**src/rtl/reg_wb_pkg.sv**
```systemverilog
// reg_wb_pkg: shared types and constants for the write-back sequencer.
// Holds select enums, fixed register numbers and the queued entry layout.
package reg_wb_pkg;

    typedef enum logic [1:0] {
        DST_RD   = 2'b00,
        DST_RT   = 2'b01,
        DST_RA   = 2'b10,
        DST_NONE = 2'b11
    } dst_sel_t;

    typedef enum logic [1:0] {
        SRC_ALU = 2'b00,
        SRC_MEM = 2'b01,
        SRC_PC4 = 2'b10,
        SRC_LUI = 2'b11
    } src_sel_t;

    localparam logic [4:0] REG_ZERO = 5'd0;
    localparam logic [4:0] REG_RA   = 5'd31;

    typedef struct packed {
        logic        valid;
        logic [4:0]  addr;
        logic [31:0] data;
    } wb_entry_t;

endpackage

```
**src/rtl/reg_writeback_if.sv**
```systemverilog
// reg_writeback_if: result intake handshake plus register-bank write port.
// master = producer/register-bank side, slave = write-back sequencer.
interface reg_writeback_if;

    logic        wb_valid;
    logic        wb_ready;
    logic [1:0]  wb_dst_sel;
    logic [4:0]  wb_rd;
    logic [4:0]  wb_rt;
    logic [1:0]  wb_src_sel;
    logic [31:0] wb_alu;
    logic [31:0] wb_mem;
    logic [31:0] wb_pc4;
    logic [15:0] wb_imm16;

    logic        rf_wr_en;
    logic [4:0]  rf_wr_addr;
    logic [31:0] rf_wr_data;
    logic        rf_wr_ready;

    modport master (
        output wb_valid,
        input  wb_ready,
        output wb_dst_sel,
        output wb_rd,
        output wb_rt,
        output wb_src_sel,
        output wb_alu,
        output wb_mem,
        output wb_pc4,
        output wb_imm16,
        input  rf_wr_en,
        input  rf_wr_addr,
        input  rf_wr_data,
        output rf_wr_ready
    );

    modport slave (
        input  wb_valid,
        output wb_ready,
        input  wb_dst_sel,
        input  wb_rd,
        input  wb_rt,
        input  wb_src_sel,
        input  wb_alu,
        input  wb_mem,
        input  wb_pc4,
        input  wb_imm16,
        output rf_wr_en,
        output rf_wr_addr,
        output rf_wr_data,
        input  rf_wr_ready
    );

endinterface

```
**src/rtl/reg_wb_queue.sv**
```systemverilog
// reg_wb_queue: in-order write FIFO with associative destination match.
// Ports: clk/reset, push entry, pop, head entry, count, rs/rt lookup hits;
// with REG_WB_BYPASS_EN also youngest-match data for rs/rt.
module reg_wb_queue
    import reg_wb_pkg::*;
#(
    parameter  int DEPTH = 2,
    localparam int AW    = $clog2(DEPTH),
    localparam int CW    = AW + 1
) (
    input  logic          clk,
    input  logic          reset,
    input  wb_entry_t     push,
    input  logic          pop,
    output wb_entry_t     head,
    output logic [CW-1:0] count,
    input  logic [4:0]    rs,
    input  logic [4:0]    rt,
    output logic          rs_hit,
    output logic          rt_hit
`ifdef REG_WB_BYPASS_EN
    ,
    output logic [31:0]   rs_data,
    output logic [31:0]   rt_data
`endif
);

    logic [AW-1:0]    hd_q;
    logic [AW-1:0]    tl_q;
    logic [CW-1:0]    cnt_q;
    logic [DEPTH-1:0] vld_q;
    logic [4:0]       addr_q [DEPTH];
    logic [31:0]      data_q [DEPTH];

    // Control state: pointers wrap naturally since DEPTH is a power of two.
    always_ff @(posedge clk or negedge reset) begin
        if (!reset) begin
            hd_q  <= '0;
            tl_q  <= '0;
            cnt_q <= '0;
            vld_q <= '0;
        end else begin
            if (pop) begin
                vld_q[hd_q] <= 1'b0;
                hd_q        <= hd_q + AW'(1);
            end
            if (push.valid) begin
                vld_q[tl_q] <= 1'b1;
                tl_q        <= tl_q + AW'(1);
            end
            cnt_q <= cnt_q + CW'(push.valid) - CW'(pop);
        end
    end

    // Payload is never reset; only the valid bits qualify it.
    always_ff @(posedge clk) begin
        if (push.valid) begin
            addr_q[tl_q] <= push.addr;
            data_q[tl_q] <= push.data;
        end
    end

    always_comb begin
        head.valid = (cnt_q != '0);
        head.addr  = addr_q[hd_q];
        head.data  = data_q[hd_q];
    end

    assign count = cnt_q;

    // Walk oldest to youngest so the last hit is the youngest entry.
    always_comb begin
        logic [AW-1:0] idx;
        idx    = '0;
        rs_hit = 1'b0;
        rt_hit = 1'b0;
`ifdef REG_WB_BYPASS_EN
        rs_data = '0;
        rt_data = '0;
`endif
        for (int i = 0; i < DEPTH; i++) begin
            idx = hd_q + AW'(i);
            if (vld_q[idx] && rs != REG_ZERO
                && addr_q[idx] == rs) begin
                rs_hit = 1'b1;
`ifdef REG_WB_BYPASS_EN
                rs_data = data_q[idx];
`endif
            end
            if (vld_q[idx] && rt != REG_ZERO
                && addr_q[idx] == rt) begin
                rt_hit = 1'b1;
`ifdef REG_WB_BYPASS_EN
                rt_data = data_q[idx];
`endif
            end
        end
    end

endmodule

```
**src/rtl/reg_writeback.sv**
```systemverilog
// reg_writeback: write-back sequencer feeding the register bank write port.
// Ports: clk, reset (async, active-low), bus (reg_writeback_if.slave:
// wb_* result intake, rf_* write port), hz_rs/hz_rt lookups with
// hz_*_pend flags, wb_count occupancy. Macro REG_WB_BYPASS_EN adds
// fwd_rs_hit/fwd_rs_data and fwd_rt_hit/fwd_rt_data.
module reg_writeback
    import reg_wb_pkg::*;
#(
    parameter int DEPTH = 2
) (
    input  logic                   clk,
    input  logic                   reset,
    reg_writeback_if.slave         bus,
    input  logic [4:0]             hz_rs,
    input  logic [4:0]             hz_rt,
    output logic                   hz_rs_pend,
    output logic                   hz_rt_pend,
    output logic [$clog2(DEPTH):0] wb_count
`ifdef REG_WB_BYPASS_EN
    ,
    output logic                   fwd_rs_hit,
    output logic [31:0]            fwd_rs_data,
    output logic                   fwd_rt_hit,
    output logic [31:0]            fwd_rt_data
`endif
);

    localparam int CW = $clog2(DEPTH) + 1;

    dst_sel_t      dsel;
    src_sel_t      ssel;
    logic [4:0]    dst;
    logic [31:0]   res;
    logic          accept;
    logic          pop;
    wb_entry_t     ent;
    wb_entry_t     head;
    logic [CW-1:0] count;

    assign dsel = dst_sel_t'(bus.wb_dst_sel);
    assign ssel = src_sel_t'(bus.wb_src_sel);

    always_comb begin
        dst = REG_ZERO;
        unique case (dsel)
            DST_RD:   dst = bus.wb_rd;
            DST_RT:   dst = bus.wb_rt;
            DST_RA:   dst = REG_RA;
            DST_NONE: dst = REG_ZERO;
        endcase
    end

    always_comb begin
        res = '0;
        unique case (ssel)
            SRC_ALU: res = bus.wb_alu;
            SRC_MEM: res = bus.wb_mem;
            SRC_PC4: res = bus.wb_pc4;
            SRC_LUI: res = {bus.wb_imm16, 16'h0000};
        endcase
    end

    // Held low through reset; full queue refuses without pass-through.
    assign bus.wb_ready = reset && (count < CW'(DEPTH));
    assign accept       = bus.wb_valid && bus.wb_ready;

    // Writes to $0 (incl. "no write") complete the handshake but vanish.
    always_comb begin
        ent.valid = accept && (dst != REG_ZERO);
        ent.addr  = dst;
        ent.data  = res;
    end

    assign pop = bus.rf_wr_en && bus.rf_wr_ready;

    reg_wb_queue #(
        .DEPTH (DEPTH)
    ) u_queue (
        .clk     (clk),
        .reset   (reset),
        .push    (ent),
        .pop     (pop),
        .head    (head),
        .count   (count),
        .rs      (hz_rs),
        .rt      (hz_rt),
        .rs_hit  (hz_rs_pend),
        .rt_hit  (hz_rt_pend)
`ifdef REG_WB_BYPASS_EN
        ,
        .rs_data (fwd_rs_data),
        .rt_data (fwd_rt_data)
`endif
    );

`ifdef REG_WB_BYPASS_EN
    assign fwd_rs_hit = hz_rs_pend;
    assign fwd_rt_hit = hz_rt_pend;
`endif

    assign bus.rf_wr_en   = head.valid;
    assign bus.rf_wr_addr = head.addr;
    assign bus.rf_wr_data = head.data;
    assign wb_count       = count;

endmodule

```
**src/flat_wrapper.sv**
```systemverilog
// flat-port wrapper written by rule: the top's interface ports become plain ports
module reg_writeback_flat import reg_wb_pkg::*;
#(
    parameter int DEPTH = 2
)
  (clk, reset, hz_rs, hz_rt, hz_rs_pend, hz_rt_pend, wb_count, bus_wb_valid, bus_wb_ready, bus_wb_dst_sel, bus_wb_rd, bus_wb_rt, bus_wb_src_sel, bus_wb_alu, bus_wb_mem, bus_wb_pc4, bus_wb_imm16, bus_rf_wr_en, bus_rf_wr_addr, bus_rf_wr_data, bus_rf_wr_ready);
  reg_writeback_if bus_i ();
  input  logic clk;
  input  logic reset;
  input  logic [4:0] hz_rs;
  input  logic [4:0] hz_rt;
  output logic hz_rs_pend;
  output logic hz_rt_pend;
  output logic [$clog2(DEPTH):0] wb_count;
  input wire logic [$bits(bus_i.wb_valid)-1:0] bus_wb_valid;
  output wire logic [$bits(bus_i.wb_ready)-1:0] bus_wb_ready;
  input wire logic [$bits(bus_i.wb_dst_sel)-1:0] bus_wb_dst_sel;
  input wire logic [$bits(bus_i.wb_rd)-1:0] bus_wb_rd;
  input wire logic [$bits(bus_i.wb_rt)-1:0] bus_wb_rt;
  input wire logic [$bits(bus_i.wb_src_sel)-1:0] bus_wb_src_sel;
  input wire logic [$bits(bus_i.wb_alu)-1:0] bus_wb_alu;
  input wire logic [$bits(bus_i.wb_mem)-1:0] bus_wb_mem;
  input wire logic [$bits(bus_i.wb_pc4)-1:0] bus_wb_pc4;
  input wire logic [$bits(bus_i.wb_imm16)-1:0] bus_wb_imm16;
  output wire logic [$bits(bus_i.rf_wr_en)-1:0] bus_rf_wr_en;
  output wire logic [$bits(bus_i.rf_wr_addr)-1:0] bus_rf_wr_addr;
  output wire logic [$bits(bus_i.rf_wr_data)-1:0] bus_rf_wr_data;
  input wire logic [$bits(bus_i.rf_wr_ready)-1:0] bus_rf_wr_ready;
  assign bus_i.wb_valid = bus_wb_valid;
  assign bus_wb_ready = bus_i.wb_ready;
  assign bus_i.wb_dst_sel = bus_wb_dst_sel;
  assign bus_i.wb_rd = bus_wb_rd;
  assign bus_i.wb_rt = bus_wb_rt;
  assign bus_i.wb_src_sel = bus_wb_src_sel;
  assign bus_i.wb_alu = bus_wb_alu;
  assign bus_i.wb_mem = bus_wb_mem;
  assign bus_i.wb_pc4 = bus_wb_pc4;
  assign bus_i.wb_imm16 = bus_wb_imm16;
  assign bus_rf_wr_en = bus_i.rf_wr_en;
  assign bus_rf_wr_addr = bus_i.rf_wr_addr;
  assign bus_rf_wr_data = bus_i.rf_wr_data;
  assign bus_i.rf_wr_ready = bus_rf_wr_ready;
  reg_writeback #(.DEPTH(DEPTH)) u_core (.clk(clk), .reset(reset), .bus(bus_i), .hz_rs(hz_rs), .hz_rt(hz_rt), .hz_rs_pend(hz_rs_pend), .hz_rt_pend(hz_rt_pend), .wb_count(wb_count));
endmodule
```
**config.mk**
```make
export PLATFORM = sky130hd
export DESIGN_NAME = reg_writeback_flat
export DESIGN_NICKNAME = d
export VERILOG_FILES = /design/src/rtl/reg_wb_pkg.sv /design/src/rtl/reg_writeback_if.sv /design/src/rtl/reg_wb_queue.sv /design/src/rtl/reg_writeback.sv /design/src/flat_wrapper.sv
export SDC_FILE = /design/constraint.sdc
export NUM_CORES = 1
export LEC_CHECK = 0
export CORE_MARGIN = 10
export CORE_UTILIZATION = 46
export DETAILED_ROUTE_END_ITERATION = 8
export GPL_ROUTABILITY_DRIVEN = 0
export PLACE_DENSITY = 0.95
export SLEW_MARGIN = 15
export SYNTH_ARGS = -nofsm -noshare
export SYNTH_HDL_FRONTEND = slang
export SYNTH_SLANG_ARGS = --single-unit
export TNS_END_PERCENT = 1
```
**constraint.sdc**
```tcl
create_clock -name clk -period 5.3 [get_ports clk]
set_input_delay 0.795 -clock clk [delete_from_list [all_inputs] [get_ports clk]]
set_output_delay 0.795 -clock clk [all_outputs]
set_load 0.03 [all_outputs]
```
# Word level (Yosys, flattened, before mapping)
# Memory sizes are Yosys's and may differ from the RTL's.
# Index checks and enable logic that the tools add are counted.
dict set report classes {
  mux 18
  addsub 4
  order_cmp 6
  n_bitwise 3
  eq_ne 10
  n_reduce_logical 20
}
# op n
set op_table {}
lappend op_table {{$pmux W32 S4} 1}
lappend op_table {{$eq A5 B5 Y1} 4}
lappend op_table {{$pmux W5 S4} 1}
lappend op_table {{$reduce_bool A5 Y1} 3}
lappend op_table {{$logic_and A1 B1 Y1} 14}
lappend op_table {{$mux W1} 12}
lappend op_table {{$eq A2 B2 Y1 const B} 4}
lappend op_table {{$lt A1 B2 Y1 const B} 3}
lappend op_table {{$eq A2 B1 Y1 const B} 2}
lappend op_table {{$logic_not A2 Y1} 2}
lappend op_table {{$mux W2} 2}
lappend op_table {{$add A1 B1 Y1 const B} 2}
lappend op_table {{$add A2 B1 Y2} 1}
lappend op_table {{$and A2 B2 Y2} 1}
lappend op_table {{$demux W1 S1} 2}
lappend op_table {{$ge A1 B1 Y1 const B} 2}
lappend op_table {{$lt A2 B2 Y1 const B} 1}
lappend op_table {{$not A2 Y2} 1}
lappend op_table {{$or A2 B2 Y2} 1}
lappend op_table {{$reduce_bool A2 Y1} 1}
lappend op_table {{$sub A2 B1 Y2} 1}
dict set report totals {
  mem_count 2
  input_bits 140
  word_cells 67
  register_bits 6
  output_inout_bits 43
  ram_bits 74
}
# name depth width rd rd_clocked_by_memory_dff write_ports line_no
set memory_table {}
lappend memory_table {u_core.u_queue.data_q 2 32 1 0 1 reg_wb_queue.sv:33} ;# logic [31:0] data_q [DEPTH];
lappend memory_table {u_core.u_queue.addr_q 2 5 2 0 1 reg_wb_queue.sv:32} ;# logic [4:0] addr_q [DEPTH];

# Depth between registers and ports, before layout
# Gate-level depths: netlist of run 1.
dict set report depth {
  ltp_word 9
  ltp_mapped 9
  ltp_nobuf 9
}

# Cells and area by module
# From an unflattened synthesis of run 1, not the netlist that was laid out.
dict set report hier_totals {
  cells_unflattened 290
  hier_area_um2 4266.6
}
# mod seq_area_each_um2 n_inst cells_each area_each_um2
set by_module_without_submodules {}
lappend by_module_without_submodules {reg_wb_queue 2372.3 1 192 3373.2}
lappend by_module_without_submodules {reg_writeback 0.0 1 98 893.4}

# Least setup slack after synthesis of run 1
# No wires, ideal clock.
dict set report synth_path {
  kind {input port to flip-flop}
  startpoint {in reset}
  endpoint {mem u_core.u_queue.addr_q[0][0], enable pin}
  arrival_ps 3249
  path_stages 3
  path_slack_ps 1619
  cell_sequence {nor2b_1 o311ai_4 nor2_1}
}
dict set report synth_between {
  elab_chain_len 5
}
# item line_no
set synth_lines {}
lappend synth_lines {{from (decl)} flat_wrapper.sv:9} ;# input logic reset;
lappend synth_lines {{$logic_and A1 B1 Y1} reg_writeback.sv:64} ;# assign bus.wb_ready = reset && (count < CW'(DEPTH));
lappend synth_lines {{$logic_and A1 B1 Y1} reg_writeback.sv:65} ;# assign accept = bus.wb_valid && bus.wb_ready;
lappend synth_lines {{$logic_and A1 B1 Y1} reg_writeback.sv:69} ;# ent.valid = accept && (dst != REG_ZERO);
lappend synth_lines {{$mux W1} reg_wb_queue.sv:57} ;# if (push.valid) begin
lappend synth_lines {{$mux W1 (not written as such)} reg_wb_queue.sv:58} ;# addr_q[tl_q] <= push.addr;
lappend synth_lines {{to (decl)} reg_wb_queue.sv:32}
# No other way between the ends.

# Final worst setup path of run 1
dict set report layout_path {
  startpoint {reg u_core.u_queue.hd_q}
  endpoint {out hz_rt_pend}
}
dict set report layout_between {
  elab_chain_len 6
  elab_cells_between_ends 14
}
# item line_no
set layout_lines {}
lappend layout_lines {{from (decl)} reg_wb_queue.sv:28} ;# logic [AW-1:0] hd_q;
lappend layout_lines {{from (signal assigned)} reg_wb_queue.sv:45} ;# hd_q <= hd_q + AW'(1);
lappend layout_lines {{branches (longest 5 deep; another with $mem_v2 Z2 W5)} -}
lappend layout_lines {{$mux W1 (*)} reg_wb_queue.sv:90} ;# if (vld_q[idx] && rt != REG_ZERO
lappend layout_lines {{to (decl)} flat_wrapper.sv:13} ;# output logic hz_rt_pend;
# Mark *: on every way between the ends. The select of a mux whose other input is x is not followed.

==> impl_metrics.tcl, run 1 <==
set metrics [dict create \
    die_w_um 115.3 \
    root_buffer "clkbuf_8" \
    synth_cells 284 \
    worst_pin_slew_ns 1.073 \
    maxCapViolCount 0 \
    dpl_cell_area_mm2 0.006072 \
    dieArea_mm2 0.01330 \
    clk_path_buf_depth 2 \
    min_path_cells 1 \
    n_antenna_cell 0 \
    vias 3003 \
    arrival_ns 2.97 \
    row_count 34 \
    worstHoldPathType "reg -> reg" \
    drive_gt1_share_pct 12.15 \
    ant_nets 0 \
    synth-edff-count 74 \
    path_clk_slew_ns 0.08 \
    drc 0 \
    fill_cells 607 \
    synthArstFlopShare_pct 7.500 \
    netlist_area_mm2 0.004179 \
    ys_seq_elements 80 \
    ys.warnings.count 0 \
    initial_core_util_pct 47.69 \
    antenna_found_initial 0 \
    finalHoldViolCount 0 \
    synth_cell_types 34 \
    post_cts_resized 0 \
    ys.flop_type "edfxtp_1" \
    finalCritPeriodShare_pct 70.98 \
    avgSynthCellArea_um2 14.71 \
    final.setup.tns_ns 0 \
    nets 606 \
    cp.required_ns 4.51 \
    reg2reg_depth 3 \
    crit_path_start_kind "register" \
    clkLatencyLatePin_ns 0.33 \
    drt-pass1-iter-count 4 \
    path_class "reg -> out" \
    grt-ovfl-total 0 \
    p_leak_nw 2.189 \
    stdcell_area_mm2 0.006265 \
    vdd_drop_max_mv 0.1626 \
    grt_max_degree 38 \
    grt_pass1_wl_um 17810 \
    cts_made_buffers 9 \
    drtIter0Drc 127 \
    wl_per_cell_um 19.82 \
    outcome "finished clean" \
    fp.dieH_um 115.3 \
    fp.coreArea_mm2 0.008763 \
    reg2reg_slack_ns 3.14 \
    syn_nets 426 \
    ys_seq_area_share_pct 56.77 \
    power_w 0.002268 \
    period_minus_slack_ns 3.762 \
    tritoncts "yes" \
    slew_headroom_pct 28.32 \
    dp_hpwl_um 9217 \
    fin_worst_skew_ns 0.01064 \
    grt_pass1_vias 3455 \
    crit_path_end_kind "output port" \
    setup_violations 0 \
    cts.sink_count 80 \
    via_per_inst 5.205 \
    postCtsHoldBufs 0 \
    timing.critical_path.fanout_max 24 \
    rsz0062_at_grt "false" \
    cts_setup_buffers 0 \
    drt_wl_total_um 11440 \
    io_pins 183 \
    area_delta_synth_final_pct 49.91 \
    power_density_mw_per_mm2 362.1 \
    htreeDepth 3 \
    maxSlewViolCount 0 \
    fmax_mhz 265.8 \
    io_buffers 182 \
    gr-usage-all-layers_pct 17.14 \
]
[report_power, final]
| part | switching [W] | leakage [nW] | internal (W) | total (W) |
|---|---|---|---|---|
| Combinational | 0.000513 | 1.35 | 0.000483 | 0.000996 |
| Clock | 0.000207 | 0.0975 | 0.000211 | 0.000418 |
| Sequential | 0.0000782 | 0.746 | 0.000775 | 0.000854 |
[path summary, 6_finish.rpt]
check / from / to
setup / recovery: u_core.u_queue.hd_q / hz_rt_pend
hold / removal: u_core.u_queue.count[1] / u_core.u_queue.count[1]
setup reg to reg: u_core.u_queue.count[1] / u_core.u_queue.data_q[1][25]
hold reg to reg: u_core.u_queue.count[1] / u_core.u_queue.count[1]
max in group asynchronous: reset / u_core.u_queue.hd_q
min in group asynchronous: reset / u_core.u_queue.count[1]
[state kept, by name, indices dropped and copies added, names as in the netlist]
name,flops
u_core.u_queue.hd_q,1
u_core.u_queue.data_q,64
u_core.u_queue.vld_q,2
u_core.u_queue.count,2
u_core.u_queue.addr_q,10
u_core.u_queue.tl_q,1
[routing by layer]
| layer | vias to the layer above | GRT usage (%) | part of all wire (%) |
|---|---|---|---|
| met4 | 0 | 7.261 | 2.4 |
| met5 | - | 0 | 0 |
| li1 | 1438 | - | - |
| met1 | 1419 | 16.59 | 35 |
| met3 | 20 | 7.708 | 10 |
| met2 | 126 | 30.82 | 53 |
[Yosys cell counts (6+ instances only)]
master    number  area [um^2]
o21ai_0       12        60.06
inv_1          7        26.28
mux2_2        11        123.9
buf_2          8        40.04
mux2i_1       22        220.2
mux2_1        23        259.0
dfrtp_1        6        150.1
nand2_1       25        93.84
o21ai_1       13        65.06
mux4_2        16        360.4
xnor2_1       21        183.9
nor2_1        10        37.54
edfxtp_1      74         2222
[layout make-up]
type	count	area, um^2	area share, %
tap	108	135.1	2.157
timing repair buffer	184	1832	29.24
inverter	7	26.28	0.4194
clock buffer	12	166.4	2.656
clock inverter	4	26.28	0.4194
sequential	80	2374	37.89
multi-input combinational	182	1705	27.22
[cell families after synthesis]
kind of cell,synth area share [%]
flip-flops,56.77
multiplexers,24.58
AND/OR/NAND/NOR,5.300
AO/OA/AOI/OAI,4.731
XOR/XNOR,5.240
buffers and inverters,2.784
adder cells (fa/ha/maj),0.5987
[worst max-delay path, stage by stage, from the launching register on]
cell             delay [ns]
dfrtp_2                0.79
mux2i_1                0.51
xnor2_1                0.14
nor4_2                 0.28
a32oi_1                0.09
a21oi_1                0.13
clkdlybuf4s50_1        0.69
[per-stage QoR]
step           setup WS (ns)  cells  util, %  hold WS [ns]
5_1_grt                1.318    577    71.49        0.5761
4_1_cts                1.507    577    71.49        0.5437
3_5_place_dp           1.687    561    69.29        0.5286
3_3_place_gp           1.747    561    69.29        0.5217
2_1_floorplan          1.619    284        -        0.4863
6_report               1.538    577    71.49        0.5398
[cells in the final DEF (no fill, tap or decap), types with 4 or more instances in the layout]
cell type	instances
xnor2_1	21
nand2_1	25
xor2_1	4
inv_1	7
edfxtp_1	74
o21ai_1	13
clkdlybuf4s50_1	181
clkbuf_8	10
mux2i_1	22
mux2_1	23
nor2_1	8
mux4_2	16
mux2_2	11
o21ai_0	12
dfrtp_1	5
Power figures use the tool's default switching activity.
==> run 2: changes to the inputs <==
--- a/config.mk
+++ b/config.mk
@@ -6,10 +6,10 @@
 export NUM_CORES = 1
 export LEC_CHECK = 0
 export CORE_MARGIN = 10
-export CORE_UTILIZATION = 46
+export CORE_UTILIZATION = 38
 export DETAILED_ROUTE_END_ITERATION = 8
 export GPL_ROUTABILITY_DRIVEN = 0
-export PLACE_DENSITY = 0.95
+export PLACE_DENSITY = 0.87
 export SLEW_MARGIN = 15
 export SYNTH_ARGS = -nofsm -noshare
 export SYNTH_HDL_FRONTEND = slang
==> constraint.sdc (replaced) <==
create_clock -name clk -period 3.2 [get_ports clk]
set_input_delay 0.48 -clock clk [delete_from_list [all_inputs] [get_ports clk]]
set_output_delay 0.48 -clock clk [all_outputs]
set_load 0.03 [all_outputs]
==> impl_metrics.tcl, run 2 (same netlist as run 1, synthesis figures left out) <==
set metrics [dict create \
    outcome "finished clean" \
    fin_worst_skew_ns 0.01513 \
    grt-ovfl-total 0 \
    n_antenna_cell 0 \
    top_register "u_core.u_queue.data_q" \
    dp_hpwl_um 9427 \
    via_per_inst 4.974 \
    fill_cells 811 \
    maxSlewViolCount 0 \
    area_delta_synth_final_pct 53.11 \
    vdd_drop_max_mv 0.3061 \
    grt_pass1_wl_um 18030 \
    reg_top3 "u_core.u_queue.data_q: 64 flops, u_core.u_queue.addr_q: 10 flops" \
    drc 0 \
    timing.hold.ws_ns 0.3808 \
    io_buffers 182 \
    slew_headroom_pct 55.20 \
    vias 3049 \
    clkLatencyLatePin_ns 0.34 \
    final_util_pct 59.29 \
    root_buffer "clkbuf_8" \
    dieArea_mm2 0.01559 \
    multiInputGateArea_mm2 0.001715 \
    ant_nets 0 \
    setup_violations 0 \
    drt_wl_total_um 11600 \
    grt_max_degree 38 \
    crit_family "buffers and inverters" \
    cts_made_buffers 9 \
    fp.coreArea_mm2 0.01079 \
    die_w_um 124.9 \
    htreeDepth 3 \
    antenna_found_initial 0 \
    path_clk_slew_ns 0.08 \
    postCtsHoldBufs 0 \
    power_density_mw_per_mm2 607.4 \
    worst_pin_slew_ns 0.6689 \
    largest_reg_flops 64 \
    seqCellArea_mm2 0.002376 \
    drt-pass1-iter-count 4 \
    cts_setup_buffers 0 \
    fp.dieH_um 124.9 \
    arrival_ns 2.48 \
    cp.required_ns 2.72 \
    io_pins 183 \
    maxCapViolCount 0 \
    grt_pass1_vias 3553 \
    cts.sink_count 80 \
    row_count 38 \
    clk_path_buf_depth 2 \
    period_minus_slack_ns 2.960 \
    gr-usage-all-layers_pct 14.49 \
    crit_slowest_cell "dfrtp_4" \
    path_class "reg -> out" \
    p_leak_nw 2.246 \
    crit_path_start_kind "register" \
    crit_path_end_kind "output port" \
    power_w 0.003887 \
    cp_num_buf_inv 2 \
    tritoncts "yes" \
    layout_common_cells "179 x clkdlybuf4s50_1, 74 x edfxtp_1, 25 x nand2_1" \
    max_stage_delay_ns 0.58 \
    finalHoldViolCount 0 \
    fmax_mhz 337.8 \
    drtIter0Drc 94 \
    drive_gt1_share_pct 13.53 \
    initial_core_util_pct 38.72 \
    nets 610 \
    timing.critical_path.fanout_max 15 \
    crit_chain "buf_4 > mux2i_2 > xnor2_1 > nor4_1 > nand3_1 > o41ai_2 > dlygate4sd2_1" \
    finalCritPeriodShare_pct 92.50 \
    worstHoldPathType "in -> async" \
    wl_per_cell_um 18.93 \
    mostFrequentLayoutCell "clkdlybuf4s50_1" \
    rsz0062_at_grt "false" \
]
run 2: cell types whose count changed in the layout (fill, tap and decap cells not counted), sizes merged:
cell           before  now
buf                 3    7
dlymetal6s2s        0    1
inv                 7    8
dlygate4sd2         0    1
clkbuf             12    9
bufinv              0    2
clkdlybuf4s50     181  179
run 2: path summary, 6_finish.rpt:
| kind | cells after the start | slack, ns | end | startpoint |
|---|---|---|---|---|
| setup / recovery | 7 | 0.24 | hz_rs_pend | u_core.u_queue.hd_q |
| hold / removal | 1 | 0.38 | u_core.u_queue.count[1] | reset |
| setup reg to reg | 7 | 1.35 | u_core.u_queue.count[1] | u_core.u_queue.count[1] |
| hold reg to reg | 1 | 0.54 | u_core.u_queue.count[1] | u_core.u_queue.count[1] |
| max in group asynchronous | 1 | 2.57 | u_core.u_queue.hd_q | reset |
| min in group clk | 1 | 0.54 | u_core.u_queue.count[1] | u_core.u_queue.count[1] |
run 2: timing repair:
action,in CTS,in global routing
cloned,0,0
resized for setup,2,3
setup endpoints to repair,2,1
pin swaps,0,0
run 2: report_power, final:
| part | switching [W] | internal [W] |
|---|---|---|
| combinational | 0.000887 | 0.000825 |
| clock | 0.000348 | 0.000439 |
| sequential | 0.000101 | 0.00129 |
run 2: through the flow:
stage / area (um^2) / cells / setup slack [ns] / TNS (ns)
2_1_floorplan: 4179 / 284 / -0.2208 / -16.34
4_1_cts: 6386 / 613 / 0.03144 / 0
6_report: 6399 / 613 / 0.2400 / 0
3_3_place_gp: 6167 / 597 / 0.2702 / 0
5_1_grt: 6399 / 613 / 0.02404 / 0
3_5_place_dp: 6167 / 597 / 0.2105 / 0
run 2: area by class of cell:
| cell class | instances | share of cell area, % |
|---|---|---|
| clock buffers | 9 | 1.936 |
| flip-flops and latches | 80 | 37.13 |
| multi-input cells | 182 | 26.81 |
| inverters | 7 | 0.4106 |
| clock inverters | 7 | 1.467 |
| well taps | 140 | 2.738 |
| repair buffers | 188 | 29.51 |
run 2: routing by layer:
layer | up-vias | part of all wire, % | track usage (%)
met2 | 116 | 55 | 27.57
li1 | 1444 | - | -
met1 | 1472 | 34 | 13.06
met4 | 0 | 2.1 | 4.404
met3 | 17 | 9.2 | 7.106
met5 | - | 0 | 0
run 2: worst reg2reg max path, stage by stage (launching register included):
cell and delay (ns):
dfrtp_1 0.43, nor2b_1 0.26, o311ai_4 0.23, ha_1 0.34, inv_1 0.04, ha_1 0.18
xnor2_1 0.17, xnor2_1 0.13
==> run 3: changes to the inputs <==
--- a/config.mk
+++ b/config.mk
@@ -5,10 +5,10 @@
 export SDC_FILE = /design/constraint.sdc
 export NUM_CORES = 1
 export LEC_CHECK = 0
+export CAP_MARGIN = 15
 export CORE_MARGIN = 10
 export CORE_UTILIZATION = 38
 export DETAILED_ROUTE_END_ITERATION = 8
-export GPL_ROUTABILITY_DRIVEN = 0
 export PLACE_DENSITY = 0.87
 export SLEW_MARGIN = 15
 export SYNTH_ARGS = -nofsm -noshare
==> results of run 3 <==
The final DEF is identical to that of run 2; final timing and power are the same.
